File: config.mk
export PLATFORM = sky130hd
export DESIGN_NAME = lap_recorder_flat
export DESIGN_NICKNAME = d
export VERILOG_FILES = /design/src/rtl/lap_pkg.sv /design/src/rtl/lap_recorder_if.sv /design/src/rtl/bcd_time_sub.sv /design/src/rtl/lap_recorder.sv /design/src/flat_wrapper.sv
export SDC_FILE = /design/constraint.sdc
export NUM_CORES = 1
export LEC_CHECK = 0
export ABC_AREA = 1
export CORE_MARGIN = 2
export CORE_UTILIZATION = 30
export CTS_CLUSTER_DIAMETER = 200
export CTS_CLUSTER_SIZE = 28
export DETAILED_ROUTE_END_ITERATION = 10
export GPL_TIMING_DRIVEN = 0
export PLACE_DENSITY = 0.48
export SKIP_CTS_REPAIR_TIMING = 1
export SYNTH_ARGS = -nofsm -noshare
export SYNTH_HDL_FRONTEND = slang
export SYNTH_SLANG_ARGS = --single-unit
export TNS_END_PERCENT = 1
File: constraint.sdc
create_clock -name clk1sec -period 4.7 [get_ports clk1sec]
set_clock_uncertainty 0.1 [all_clocks]
set_input_delay 0.94 -clock clk1sec [delete_from_list [all_inputs] [get_ports clk1sec]]
set_output_delay 0.94 -clock clk1sec [all_outputs]
set_load 0.005 [all_outputs]
File: src/rtl/lap_pkg.sv
// Shared types and constants for the lap/split capture stage: BCD digit, mm:ss time
// struct, capture FSM states and digit limits.
package lap_pkg;

    typedef logic [3:0] bcd_t;

    typedef struct packed {
        bcd_t tenmin;
        bcd_t onemin;
        bcd_t tensec;
        bcd_t onesec;
    } time_t;

    typedef enum logic [1:0] {
        IDLE,
        CAPT,
        CALC,
        ACK
    } state_t;

    localparam bcd_t       TENS_MAX      = 4'd5;
    localparam bcd_t       ONES_MAX      = 4'd9;
    localparam logic [1:0] SEL_STOPWATCH = 2'b01;

endpackage

File: src/rtl/lap_recorder_if.sv
// Bundle between the stopwatch/display side and the lap recorder: live time and lap
// handshake in, indexed read port and buffer status out.
interface lap_recorder_if #(
    parameter int IDX_W = 3
);
    import lap_pkg::*;

    logic [1:0]     sel;
    bcd_t           tenmin, onemin, tensec, onesec;
    logic           lap_req;
    logic           lap_ack;
    logic           clr;
    logic [IDX_W-1:0] rd_idx;
    bcd_t           rd_tenmin, rd_onemin, rd_tensec, rd_onesec;
    bcd_t           sp_tenmin, sp_onemin, sp_tensec, sp_onesec;
    logic [IDX_W:0] count;
    logic           full, empty, ovf;

    modport master (
        output sel, tenmin, onemin, tensec, onesec, lap_req, clr, rd_idx,
        input  lap_ack, rd_tenmin, rd_onemin, rd_tensec, rd_onesec,
               sp_tenmin, sp_onemin, sp_tensec, sp_onesec, count, full, empty, ovf
    );

    modport slave (
        input  sel, tenmin, onemin, tensec, onesec, lap_req, clr, rd_idx,
        output lap_ack, rd_tenmin, rd_onemin, rd_tensec, rd_onesec,
               sp_tenmin, sp_onemin, sp_tensec, sp_onesec, count, full, empty, ovf
    );

endinterface

File: src/rtl/bcd_time_sub.sv
// Combinational mm:ss BCD subtractor (diff = a - b) with a per-digit borrow chain;
// the final borrow is dropped so the result wraps modulo 60:00.
module bcd_time_sub
    import lap_pkg::*;
(
    input  time_t a,
    input  time_t b,
    output time_t diff
);

    function automatic logic borrows(bcd_t x, bcd_t y, logic bin);
        return {1'b0, x} < ({1'b0, y} + {4'b0, bin});
    endfunction

    // 4-bit wrap arithmetic, then add the digit radix back when the digit borrowed.
    function automatic bcd_t digit_sub(bcd_t x, bcd_t y, logic bin, bcd_t max);
        bcd_t t;
        t = x - y - {3'b0, bin};
        if (borrows(x, y, bin))
            t = t + max + 4'd1;
        return t;
    endfunction

    logic b_onesec, b_tensec, b_onemin;

    always_comb begin
        b_onesec    = borrows(a.onesec, b.onesec, 1'b0);
        b_tensec    = borrows(a.tensec, b.tensec, b_onesec);
        b_onemin    = borrows(a.onemin, b.onemin, b_tensec);
        diff.onesec = digit_sub(a.onesec, b.onesec, 1'b0,     ONES_MAX);
        diff.tensec = digit_sub(a.tensec, b.tensec, b_onesec, TENS_MAX);
        diff.onemin = digit_sub(a.onemin, b.onemin, b_tensec, ONES_MAX);
        diff.tenmin = digit_sub(a.tenmin, b.tenmin, b_onemin, TENS_MAX);
    end

endmodule

File: src/rtl/lap_recorder.sv
// Lap/split capture stage: snapshots live BCD time on a lap request into a DEPTH-entry
// buffer with indexed registered read-back. Split storage is built only with LAP_SPLIT_EN.
module lap_recorder
    import lap_pkg::*;
#(
    parameter int DEPTH = 8,
    parameter int IDX_W = 3
) (
    input  logic           clk1sec,
    input  logic           rst,
    lap_recorder_if.slave  bus
);

    localparam logic [IDX_W:0] DEPTH_C = (IDX_W+1)'(DEPTH);
    localparam logic [IDX_W:0] CNT_ONE = (IDX_W+1)'(1);

    state_t         state, state_nxt;
    time_t          live, cap_q, rd_q;
    logic [IDX_W:0] count_q;
    logic           ovf_q;
    logic           full_w, rd_hit;
    logic           accept, do_write, set_ovf;
    time_t          mem_time [DEPTH];

    assign live   = {bus.tenmin, bus.onemin, bus.tensec, bus.onesec};
    assign full_w = (count_q == DEPTH_C);
    assign rd_hit = ({1'b0, bus.rd_idx} < count_q);

    // NOTE: every signal written here gets a default first so no latch is inferred.
    always_comb begin
        state_nxt = state;
        accept    = 1'b0;
        do_write  = 1'b0;
        set_ovf   = 1'b0;
        if (bus.clr) begin
            state_nxt = IDLE;
        end else begin
            unique case (state)
                IDLE: if (bus.lap_req && bus.sel == SEL_STOPWATCH) begin
                    accept    = 1'b1;
                    state_nxt = CAPT;
                end
                CAPT: state_nxt = CALC;
                CALC: begin
                    if (full_w) set_ovf  = 1'b1;
                    else        do_write = 1'b1;
                    state_nxt = ACK;
                end
                ACK:  if (!bus.lap_req) state_nxt = IDLE;
                default: state_nxt = IDLE;
            endcase
        end
    end

    // NOTE: sequential state uses non-blocking assignments so all registers update together.
    always_ff @(posedge clk1sec) begin
        if (rst) state <= IDLE;
        else     state <= state_nxt;
    end

    always_ff @(posedge clk1sec) begin
        if (rst || bus.clr) begin
            count_q <= '0;
            ovf_q   <= 1'b0;
        end else begin
            if (do_write) count_q <= count_q + CNT_ONE;
            if (set_ovf)  ovf_q   <= 1'b1;
        end
    end

    always_ff @(posedge clk1sec) begin
        if (rst)         cap_q <= '0;
        else if (accept) cap_q <= live;
    end

    // NOTE: the lap buffer has no reset; count alone decides which entries are valid.
    always_ff @(posedge clk1sec) begin
        if (do_write) mem_time[count_q[IDX_W-1:0]] <= cap_q;
    end

    always_ff @(posedge clk1sec) begin
        if (rst)         rd_q <= '0;
        else if (rd_hit) rd_q <= mem_time[bus.rd_idx];
        else             rd_q <= '0;
    end

`ifdef LAP_SPLIT_EN
    time_t            sub_a_q, sub_b_q, split, sp_q;
    time_t            mem_split [DEPTH];
    logic [IDX_W-1:0] prev_idx;

    assign prev_idx = count_q[IDX_W-1:0] - IDX_W'(1);

    // CAPT registers the subtractor operands; the difference is consumed in CALC.
    always_ff @(posedge clk1sec) begin
        if (rst) begin
            sub_a_q <= '0;
            sub_b_q <= '0;
        end else if (state == CAPT) begin
            sub_a_q <= cap_q;
            sub_b_q <= (count_q == '0) ? time_t'('0) : mem_time[prev_idx];
        end
    end

    bcd_time_sub u_sub (
        .a    (sub_a_q),
        .b    (sub_b_q),
        .diff (split)
    );

    always_ff @(posedge clk1sec) begin
        if (do_write) mem_split[count_q[IDX_W-1:0]] <= split;
    end

    always_ff @(posedge clk1sec) begin
        if (rst)         sp_q <= '0;
        else if (rd_hit) sp_q <= mem_split[bus.rd_idx];
        else             sp_q <= '0;
    end

    assign bus.sp_tenmin = sp_q.tenmin;
    assign bus.sp_onemin = sp_q.onemin;
    assign bus.sp_tensec = sp_q.tensec;
    assign bus.sp_onesec = sp_q.onesec;
`else
    assign bus.sp_tenmin = '0;
    assign bus.sp_onemin = '0;
    assign bus.sp_tensec = '0;
    assign bus.sp_onesec = '0;
`endif

    assign bus.lap_ack   = (state == ACK);
    assign bus.count     = count_q;
    assign bus.full      = full_w;
    assign bus.empty     = (count_q == '0);
    assign bus.ovf       = ovf_q;
    assign bus.rd_tenmin = rd_q.tenmin;
    assign bus.rd_onemin = rd_q.onemin;
    assign bus.rd_tensec = rd_q.tensec;
    assign bus.rd_onesec = rd_q.onesec;

endmodule

File: src/flat_wrapper.sv
// flat-port wrapper written by rule: the top's interface ports become plain ports
module lap_recorder_flat import lap_pkg::*;
#(
    parameter int DEPTH = 8,
    parameter int IDX_W = 3
)
  (clk1sec, rst, bus_sel, bus_tenmin, bus_onemin, bus_tensec, bus_onesec, bus_lap_req, bus_clr, bus_rd_idx, bus_lap_ack, bus_rd_tenmin, bus_rd_onemin, bus_rd_tensec, bus_rd_onesec, bus_sp_tenmin, bus_sp_onemin, bus_sp_tensec, bus_sp_onesec, bus_count, bus_full, bus_empty, bus_ovf);
  lap_recorder_if #(.IDX_W(IDX_W)) bus_i ();
  input  logic clk1sec;
  input  logic rst;
  input wire logic [$bits(bus_i.sel)-1:0] bus_sel;
  input wire logic [$bits(bus_i.tenmin)-1:0] bus_tenmin;
  input wire logic [$bits(bus_i.onemin)-1:0] bus_onemin;
  input wire logic [$bits(bus_i.tensec)-1:0] bus_tensec;
  input wire logic [$bits(bus_i.onesec)-1:0] bus_onesec;
  input wire logic [$bits(bus_i.lap_req)-1:0] bus_lap_req;
  input wire logic [$bits(bus_i.clr)-1:0] bus_clr;
  input wire logic [$bits(bus_i.rd_idx)-1:0] bus_rd_idx;
  output wire logic [$bits(bus_i.lap_ack)-1:0] bus_lap_ack;
  output wire logic [$bits(bus_i.rd_tenmin)-1:0] bus_rd_tenmin;
  output wire logic [$bits(bus_i.rd_onemin)-1:0] bus_rd_onemin;
  output wire logic [$bits(bus_i.rd_tensec)-1:0] bus_rd_tensec;
  output wire logic [$bits(bus_i.rd_onesec)-1:0] bus_rd_onesec;
  output wire logic [$bits(bus_i.sp_tenmin)-1:0] bus_sp_tenmin;
  output wire logic [$bits(bus_i.sp_onemin)-1:0] bus_sp_onemin;
  output wire logic [$bits(bus_i.sp_tensec)-1:0] bus_sp_tensec;
  output wire logic [$bits(bus_i.sp_onesec)-1:0] bus_sp_onesec;
  output wire logic [$bits(bus_i.count)-1:0] bus_count;
  output wire logic [$bits(bus_i.full)-1:0] bus_full;
  output wire logic [$bits(bus_i.empty)-1:0] bus_empty;
  output wire logic [$bits(bus_i.ovf)-1:0] bus_ovf;
  assign bus_i.sel = bus_sel;
  assign bus_i.tenmin = bus_tenmin;
  assign bus_i.onemin = bus_onemin;
  assign bus_i.tensec = bus_tensec;
  assign bus_i.onesec = bus_onesec;
  assign bus_i.lap_req = bus_lap_req;
  assign bus_i.clr = bus_clr;
  assign bus_i.rd_idx = bus_rd_idx;
  assign bus_lap_ack = bus_i.lap_ack;
  assign bus_rd_tenmin = bus_i.rd_tenmin;
  assign bus_rd_onemin = bus_i.rd_onemin;
  assign bus_rd_tensec = bus_i.rd_tensec;
  assign bus_rd_onesec = bus_i.rd_onesec;
  assign bus_sp_tenmin = bus_i.sp_tenmin;
  assign bus_sp_onemin = bus_i.sp_onemin;
  assign bus_sp_tensec = bus_i.sp_tensec;
  assign bus_sp_onesec = bus_i.sp_onesec;
  assign bus_count = bus_i.count;
  assign bus_full = bus_i.full;
  assign bus_empty = bus_i.empty;
  assign bus_ovf = bus_i.ovf;
  lap_recorder #(.DEPTH(DEPTH), .IDX_W(IDX_W)) u_core (.clk1sec(clk1sec), .rst(rst), .bus(bus_i));
endmodule
==> flow_metrics.env, run 1 <==
export IMPL_status="finished clean"
export IMPL_clk_latency_ns=0.41
export IMPL_n_antenna_cell=0
export IMPL_cts_tree="built"
export IMPL_post_route_period_util_pct=62.3
export IMPL_die_x_microns=154
export IMPL_grt_pass1_vias=4395
export IMPL_grt_use_total_pct=13.6
export IMPL_path_class="reg2out"
export IMPL_clk_pin_slew_ns=0.06
export IMPL_finalPower_mw=3.09
export IMPL_initial_core_util_pct=30.7
export IMPL_cp_slowest_stage_delay_ns=0.50
export IMPL_pwr_share_clk_pct=43.1
export IMPL_hold_class="reg2reg"
export IMPL_synth_top_area_cell="edfxtp_1"
export IMPL_routedWlPerCell_microns=15.3
export IMPL_io_buffers=47
export IMPL_switching_share_pct=21.1
export IMPL_fmax_mhz=342
export IMPL_h_tree_depth=4
export IMPL_r2r_setup_slack_ns=2.11
export IMPL_drive_above_1_share_pct=11.2
export IMPL_setup_tns_ns=0
export IMPL_grtUsageMet3_pct=2.87
export IMPL_grt_pass1_wl_microns=24500
export IMPL_slowest_stage="clkdlybuf4s50_1"
export IMPL_cp_start_kind="flop"
export IMPL_path_max_fanout=6
export IMPL_synth_seq_area_share_pct=68.7
export IMPL_cts_sink_count=167
export IMPL_firstDrtPassIters=4
export IMPL_cts_buffers=17
export IMPL_max_slew_margin_rel_pct=31.7
export IMPL_power_density_mw_per_mm2=373
export IMPL_cp_required_ns=3.66
export IMPL_postRouteWirelength_microns=15600
export IMPL_route_vias_total=4426
export IMPL_synth_cell_types=24
export IMPL_grt_max_degree=18
export IMPL_finalSetupViolations=0
export IMPL_irDropWorstVdd_uv=215
export IMPL_gp_congestion=0.796
export IMPL_synth_top_area_share_pct=57.1
export IMPL_power_leakage_nw=3.23
export IMPL_synth_area_sq_mm=0.00673
export IMPL_synth_seq_cells=167
export IMPL_rows=54
export IMPL_power_frac_seq_pct=51.6
export IMPL_hold_viol=0
export IMPL_rsz0062_at_grt="no"
export IMPL_grt_busiest_layer="met2"
export IMPL_maxSlewViolCount=0
export IMPL_hold_slack_ns=0.373
export IMPL_die_y_microns=154
export IMPL_cts_buffer_depth=2
export IMPL_tightest_slew_ns=1.02
export IMPL_endpoint_kind="output pin"
export IMPL_synth_avg_cell_area_sq_um=10.5
export IMPL_finalNetCount=761
export IMPL_intPower_mw=2.44
export IMPL_cts_root_buf="clkbuf_16"
export IMPL_met2_usage_pct=23.3
export IMPL_place_hpwl_microns=10900
export IMPL_ios=65
export IMPL_path_cells="inv_1, ha_1, nand3_1, inv_1, clkdlybuf4s50_1"
export IMPL_final_cell_mix="nand2_1 (197), edfxtp_1 (128), nor2_1 (97), clkdlybuf4s50_1 (47), dfxtp_1 (39)"
export IMPL_area_growth_pct=23.0
export IMPL_antenna_found_initial=0
export IMPL_overflow=0
export IMPL_p_comb_share_pct=5.3
export IMPL_layout_commonest_cell="nand2_1"
export IMPL_use_met1_pct=17.5
export IMPL_postRouteAntennaNets=0
export IMPL_layout_min_cycle_time_ns=2.93
export IMPL_drv_cap=0
export IMPL_netlist_top_cells_area="edfxtp_1 (57%), dfxtp_1 (12%), nand2_1 (11%)"
export IMPL_die_area_sq_mm=0.0237
export IMPL_drcViolationCount=0
export IMPL_core_area_sq_mm=0.0219
export IMPL_worstPathArrival_ns=1.89
export IMPL_ys_warn_count=0
export IMPL_synth_cells=641
export IMPL_switchingPower_uw=651
export IMPL_crit_top_cell="inv_1"
export IMPL_viasPerCell=4.33
export IMPL_drt_initial_drc_count=233
power groups by stage:
stage	sequential [mW]	clock [mW]	combinational, mW
finish	1.59	1.33	0.163
global route	1.59	1.42	0.184
CTS	1.59	1.35	0.166
detailed placement	1.62	0	0.165
global placement	1.62	0	0.164
floorplan	1.62	0	0.0968
cells in the mapped netlist:
master and count:
a21oi_4 1, buf_2 14, buf_4 20, edfxtp_1 128
xor2_1 1, o21ai_0 30, ha_1 7, buf_1 1
a21oi_1 23, nand3_1 38, nor2_2 3, inv_2 2
nand2_2 2, nor3_1 4, or2_1 1, o21ai_1 3
conb_1 1, nor2_1 98, buf_6 2, inv_1 15
clkbuf_1 10, nand2_1 197, o21bai_1 1, dfxtp_1 39
metrics by stage:
stage                     setup slack, ns  instances  area (sq um)  util [%]
after floorplan                      1.65        656          6790         -
after global placement             0.0844        983          7610      34.8
after detailed placement             1.04        989          7710      35.2
after CTS                            1.48       1021          8270      37.8
after global routing                 1.67       1022          8280      37.8
final                                1.77       1022          8280      37.8
worst paths after layout:
kind / cells after the start / end / startpoint
worst min register to register: 2 / u_core.bus.ovf$_SDFFE_PP0P_ / u_core.bus.ovf$_SDFFE_PP0P_
worst max-delay path: 5 / bus_full / u_core.bus.count[0]$_SDFFE_PP0P_
worst max register to register: 8 / u_core.mem_time[0][14]$_DFFE_PP_ / u_core.bus.count[0]$_SDFFE_PP0P_
worst min-delay path: 2 / u_core.bus.ovf$_SDFFE_PP0P_ / u_core.bus.ovf$_SDFFE_PP0P_
cell type report:
class	instances	area, sq um
clock buffers	27	536
plain buffers	47	284
repair buffers	54	553
inverters	17	63.8
clock inverters	5	32.5
fillers	2167	13600
multi-input cells	425	1840
flip-flops and latches	167	4620
well taps	280	350
state kept, by name (all words and copies together) (netlist names):
name                  cells
u_core.bus.rd_tenmin      4
u_core.cap_q             16
u_core.state              2
u_core.bus.rd_onemin      4
u_core.bus.rd_tensec      4
u_core.bus.count          4
u_core.bus.ovf            1
u_core.bus.rd_onesec      4
u_core.mem_time         128
cells by family after synthesis:
| group | synth area share, % |
|---|---|
| fa+ha+maj | 1.30 |
| xor+xnor | 0.130 |
| flops | 68.7 |
| compound gates | 4.52 |
| other cells | 0.0557 |
| buf+inv | 5.17 |
| simple gates | 20.1 |
per-layer routing:
metal  share of wire [%]  vias to the layer above
li1                    -                     2275
met1                  45                     2027
met2                  49                      114
met3                 5.7                       10
met4                0.78                        0
met5                   0                        -
critical path: cells and delay by family, from the launching register on:
kind,cells,cell delay [ns]
buffers and inverters,3,0.79
DFF,1,0.37
adders and majority gates,1,0.20
and+or+nand+nor,1,0.12
Note: power is estimated with default switching activity, not from simulation.
==> inputs of run 2 (changes only) <==
==> constraint.sdc (replaced) <==
create_clock -name clk1sec -period 3.06 [get_ports clk1sec]
set_clock_uncertainty 0.1 [all_clocks]
set_input_delay 0.612 -clock clk1sec [delete_from_list [all_inputs] [get_ports clk1sec]]
set_output_delay 0.612 -clock clk1sec [all_outputs]
set_load 0.005 [all_outputs]
==> results of run 2 <==
The final DEF is identical to that of run 1. Status: finished clean.
Among the figures that moved: setup slack after placement 1.04 ns -> -0.267 ns; setup slack after layout 1.77 ns -> 0.461 ns; register-to-register setup slack 2.11 ns -> 0.47 ns; total power 3.09 mW -> 4.75 mW; worst IR drop on VDD 215 uV -> 330 uV
==> inputs of run 3 (changes only) <==
==> constraint.sdc (replaced) <==
create_clock -name clk1sec -period 2.4 [get_ports clk1sec]
set_clock_uncertainty 0.1 [all_clocks]
set_input_delay 0.48 -clock clk1sec [delete_from_list [all_inputs] [get_ports clk1sec]]
set_output_delay 0.48 -clock clk1sec [all_outputs]
set_load 0.005 [all_outputs]
==> run 3 against run 2 <==
Compared with the run above:
- the flow now finishes with violations (setup timing)
- first-iteration DRC count increased by 70%
- register-to-register slack worse by 0.48 ns
- setup slack worse by 0.47 ns
- wire length up 5.3%
- global-route usage rose by 0.93 points
- final area grew 0.47%
==> flow_metrics.env, run 3 (synthesized netlist as in run 1, its figures left out) <==
export IMPL_cp_required_ns=2.42
export IMPL_overflow=0
export IMPL_route_vias_total=4567
export IMPL_cts_buffer_depth=2
export IMPL_antenna_found_initial=0
export IMPL_intPower_mw=4.67
export IMPL_grt_pass1_vias=4539
export IMPL_viasPerCell=4.46
export IMPL_cts_root_buf="clkbuf_16"
export IMPL_hold_path_endpoint="u_core.cap_q[7]$_SDFFE_PP0P_"
export IMPL_path_cells="inv_1, ha_1, inv_1, nor2_1, nand2_2, nor3_2, buf_6"
export IMPL_dp_slack_ns=-0.420
export IMPL_stdcell_area_sq_mm=0.00832
export IMPL_path_buf_inv=3
export IMPL_clk_pin_slew_ns=0.07
export IMPL_core_area_sq_mm=0.0219
export IMPL_drv_cap=0
export IMPL_setup_tns_ns=-0.0187
export IMPL_io_buffers=47
export IMPL_cts_buffers=17
export IMPL_cts_tree="built"
export IMPL_grt_pass1_wl_microns=25800
export IMPL_crit_top_cell="inv_1"
export IMPL_final_cell_mix="nand2_1 (197), edfxtp_1 (128), nor2_1 (95), clkdlybuf4s50_1 (47), nand3_1 (38)"
export IMPL_firstDrtPassIters=5
export IMPL_die_x_microns=154
export IMPL_ios=65
export IMPL_hold_viol=0
export IMPL_switchingPower_mw=1.35
export IMPL_r2r_start="u_core.state[0]$_SDFFE_PP0P_"
export IMPL_cp_top_family="simple AND/OR/NAND/NOR gates"
export IMPL_routedWlPerCell_microns=16.1
export IMPL_slowest_stage="nor3_2"
export IMPL_finalSetupViolations=4
export IMPL_tightest_slew_ns=0.949
export IMPL_irDropWorstVdd_uv=579
export IMPL_min_from="rst"
export IMPL_path_max_fanout=10
export IMPL_p_comb_share_pct=5.4
export IMPL_timing_rr_end="u_core.mem_time[5][13]$_DFFE_PP_"
export IMPL_drive_above_1_share_pct=12.7
export IMPL_violations="setup timing"
export IMPL_pwr_share_clk_pct=42.8
export IMPL_fmax_mhz=416
export IMPL_n_antenna_cell=0
export IMPL_rsz0062_at_grt="yes"
export IMPL_layout_min_cycle_time_ns=2.41
export IMPL_layout_commonest_cell="nand2_1"
export IMPL_postRouteWirelength_microns=16400
export IMPL_worstPathArrival_ns=2.43
export IMPL_gp_congestion=0.772
export IMPL_post_route_period_util_pct=100
export IMPL_power_frac_seq_pct=51.8
export IMPL_path_class="reg2reg"
export IMPL_area_growth_pct=23.6
export IMPL_layout_setup_ws_ns=-0.00599
export IMPL_postRouteAntennaNets=0
export IMPL_die_y_microns=154
export IMPL_largest_reg_flops=128
export IMPL_clk_latency_ns=0.43
export IMPL_min_path_cells=2
export IMPL_drcViolationCount=0
export IMPL_switching_share_pct=22.4
export IMPL_finalPower_mw=6.02
export IMPL_cp_slowest_stage_delay_ns=0.75
export IMPL_finalNetCount=762
export IMPL_maxSlewViolCount=0
export IMPL_hold_class="in2reg"
export IMPL_rows=54
export IMPL_cp_start_kind="flop"
export IMPL_r2r_setup_slack_ns=-0.006
export IMPL_die_area_sq_mm=0.0237
export IMPL_dpl_cell_area_sq_mm=0.00773
export IMPL_initial_core_util_pct=30.7
export IMPL_power_leakage_nw=3.23
export IMPL_cts_sink_count=167
export IMPL_h_tree_depth=4
export IMPL_hold_slack_ns=0.228
export IMPL_grt_max_degree=18
export IMPL_grt_use_total_pct=14.5
export IMPL_worst_r2r_path_depth=7
export IMPL_drt_initial_drc_count=395
export IMPL_endpoint_kind="flop"
export IMPL_place_hpwl_microns=11400
export IMPL_max_slew_margin_rel_pct=36.4
export IMPL_power_density_mw_per_mm2=723
export IMPL_status="complete, but fails checks"
[run 3: stage by stage]
stage / util (%) / std cells
floorplan: - / 656
global placement: 34.8 / 983
finish: 38.0 / 1023
global route: 38.0 / 1023
CTS: 37.9 / 1022
detailed placement: 35.3 / 990
[run 3: area by class of cell]
cell class / instances / area, sq um
fill: 2141 / 13600
clock inverter: 13 / 123
sequential: 167 / 4630
tap: 280 / 350
multi-input combinational: 425 / 1870
clock buffer: 19 / 433
buffer: 47 / 284
timing repair buffer: 55 / 568
inverter: 17 / 68.8
[run 3: power groups by stage]
stage | Sequential [mW] | Combinational (mW) | Clock, mW
floorplan | 3.17 | 0.191 | 0
global placement | 3.18 | 0.324 | 0
detailed placement | 3.18 | 0.328 | 0
CTS | 3.12 | 0.329 | 2.63
global route | 3.12 | 0.366 | 2.75
finish | 3.12 | 0.327 | 2.57
[run 3: metal layers]
metal  share of wire, %  up-vias  GRT usage, %
met3                4.7       26          2.73
met1                 45     2116          18.9
met5                  0        -             0
met2                 48      145          23.9
li1                   -     2280             -
met4                2.1        0          6.03
[run 3: worst max-delay path by stage]
stage | from | end | slack, ns | depth (start not counted)
2_1_floorplan | u_core.bus.count[0]$_SDFFE_PP0P_ | u_core.mem_time[3][0]$_DFFE_PP_ | -0.20 | 5
3_3_place_gp | bus_clr | u_core.mem_time[5][1]$_DFFE_PP_ | -1.60 | 4
3_5_place_dp | bus_clr | u_core.mem_time[4][13]$_DFFE_PP_ | -0.42 | 7
4_1_cts | u_core.bus.count[0]$_SDFFE_PP0P_ | u_core.mem_time[4][12]$_DFFE_PP_ | -0.24 | 8
5_1_grt | u_core.state[0]$_SDFFE_PP0P_ | u_core.mem_time[5][12]$_DFFE_PP_ | -0.15 | 7
6_report | u_core.state[0]$_SDFFE_PP0P_ | u_core.mem_time[5][13]$_DFFE_PP_ | -0.006 | 7
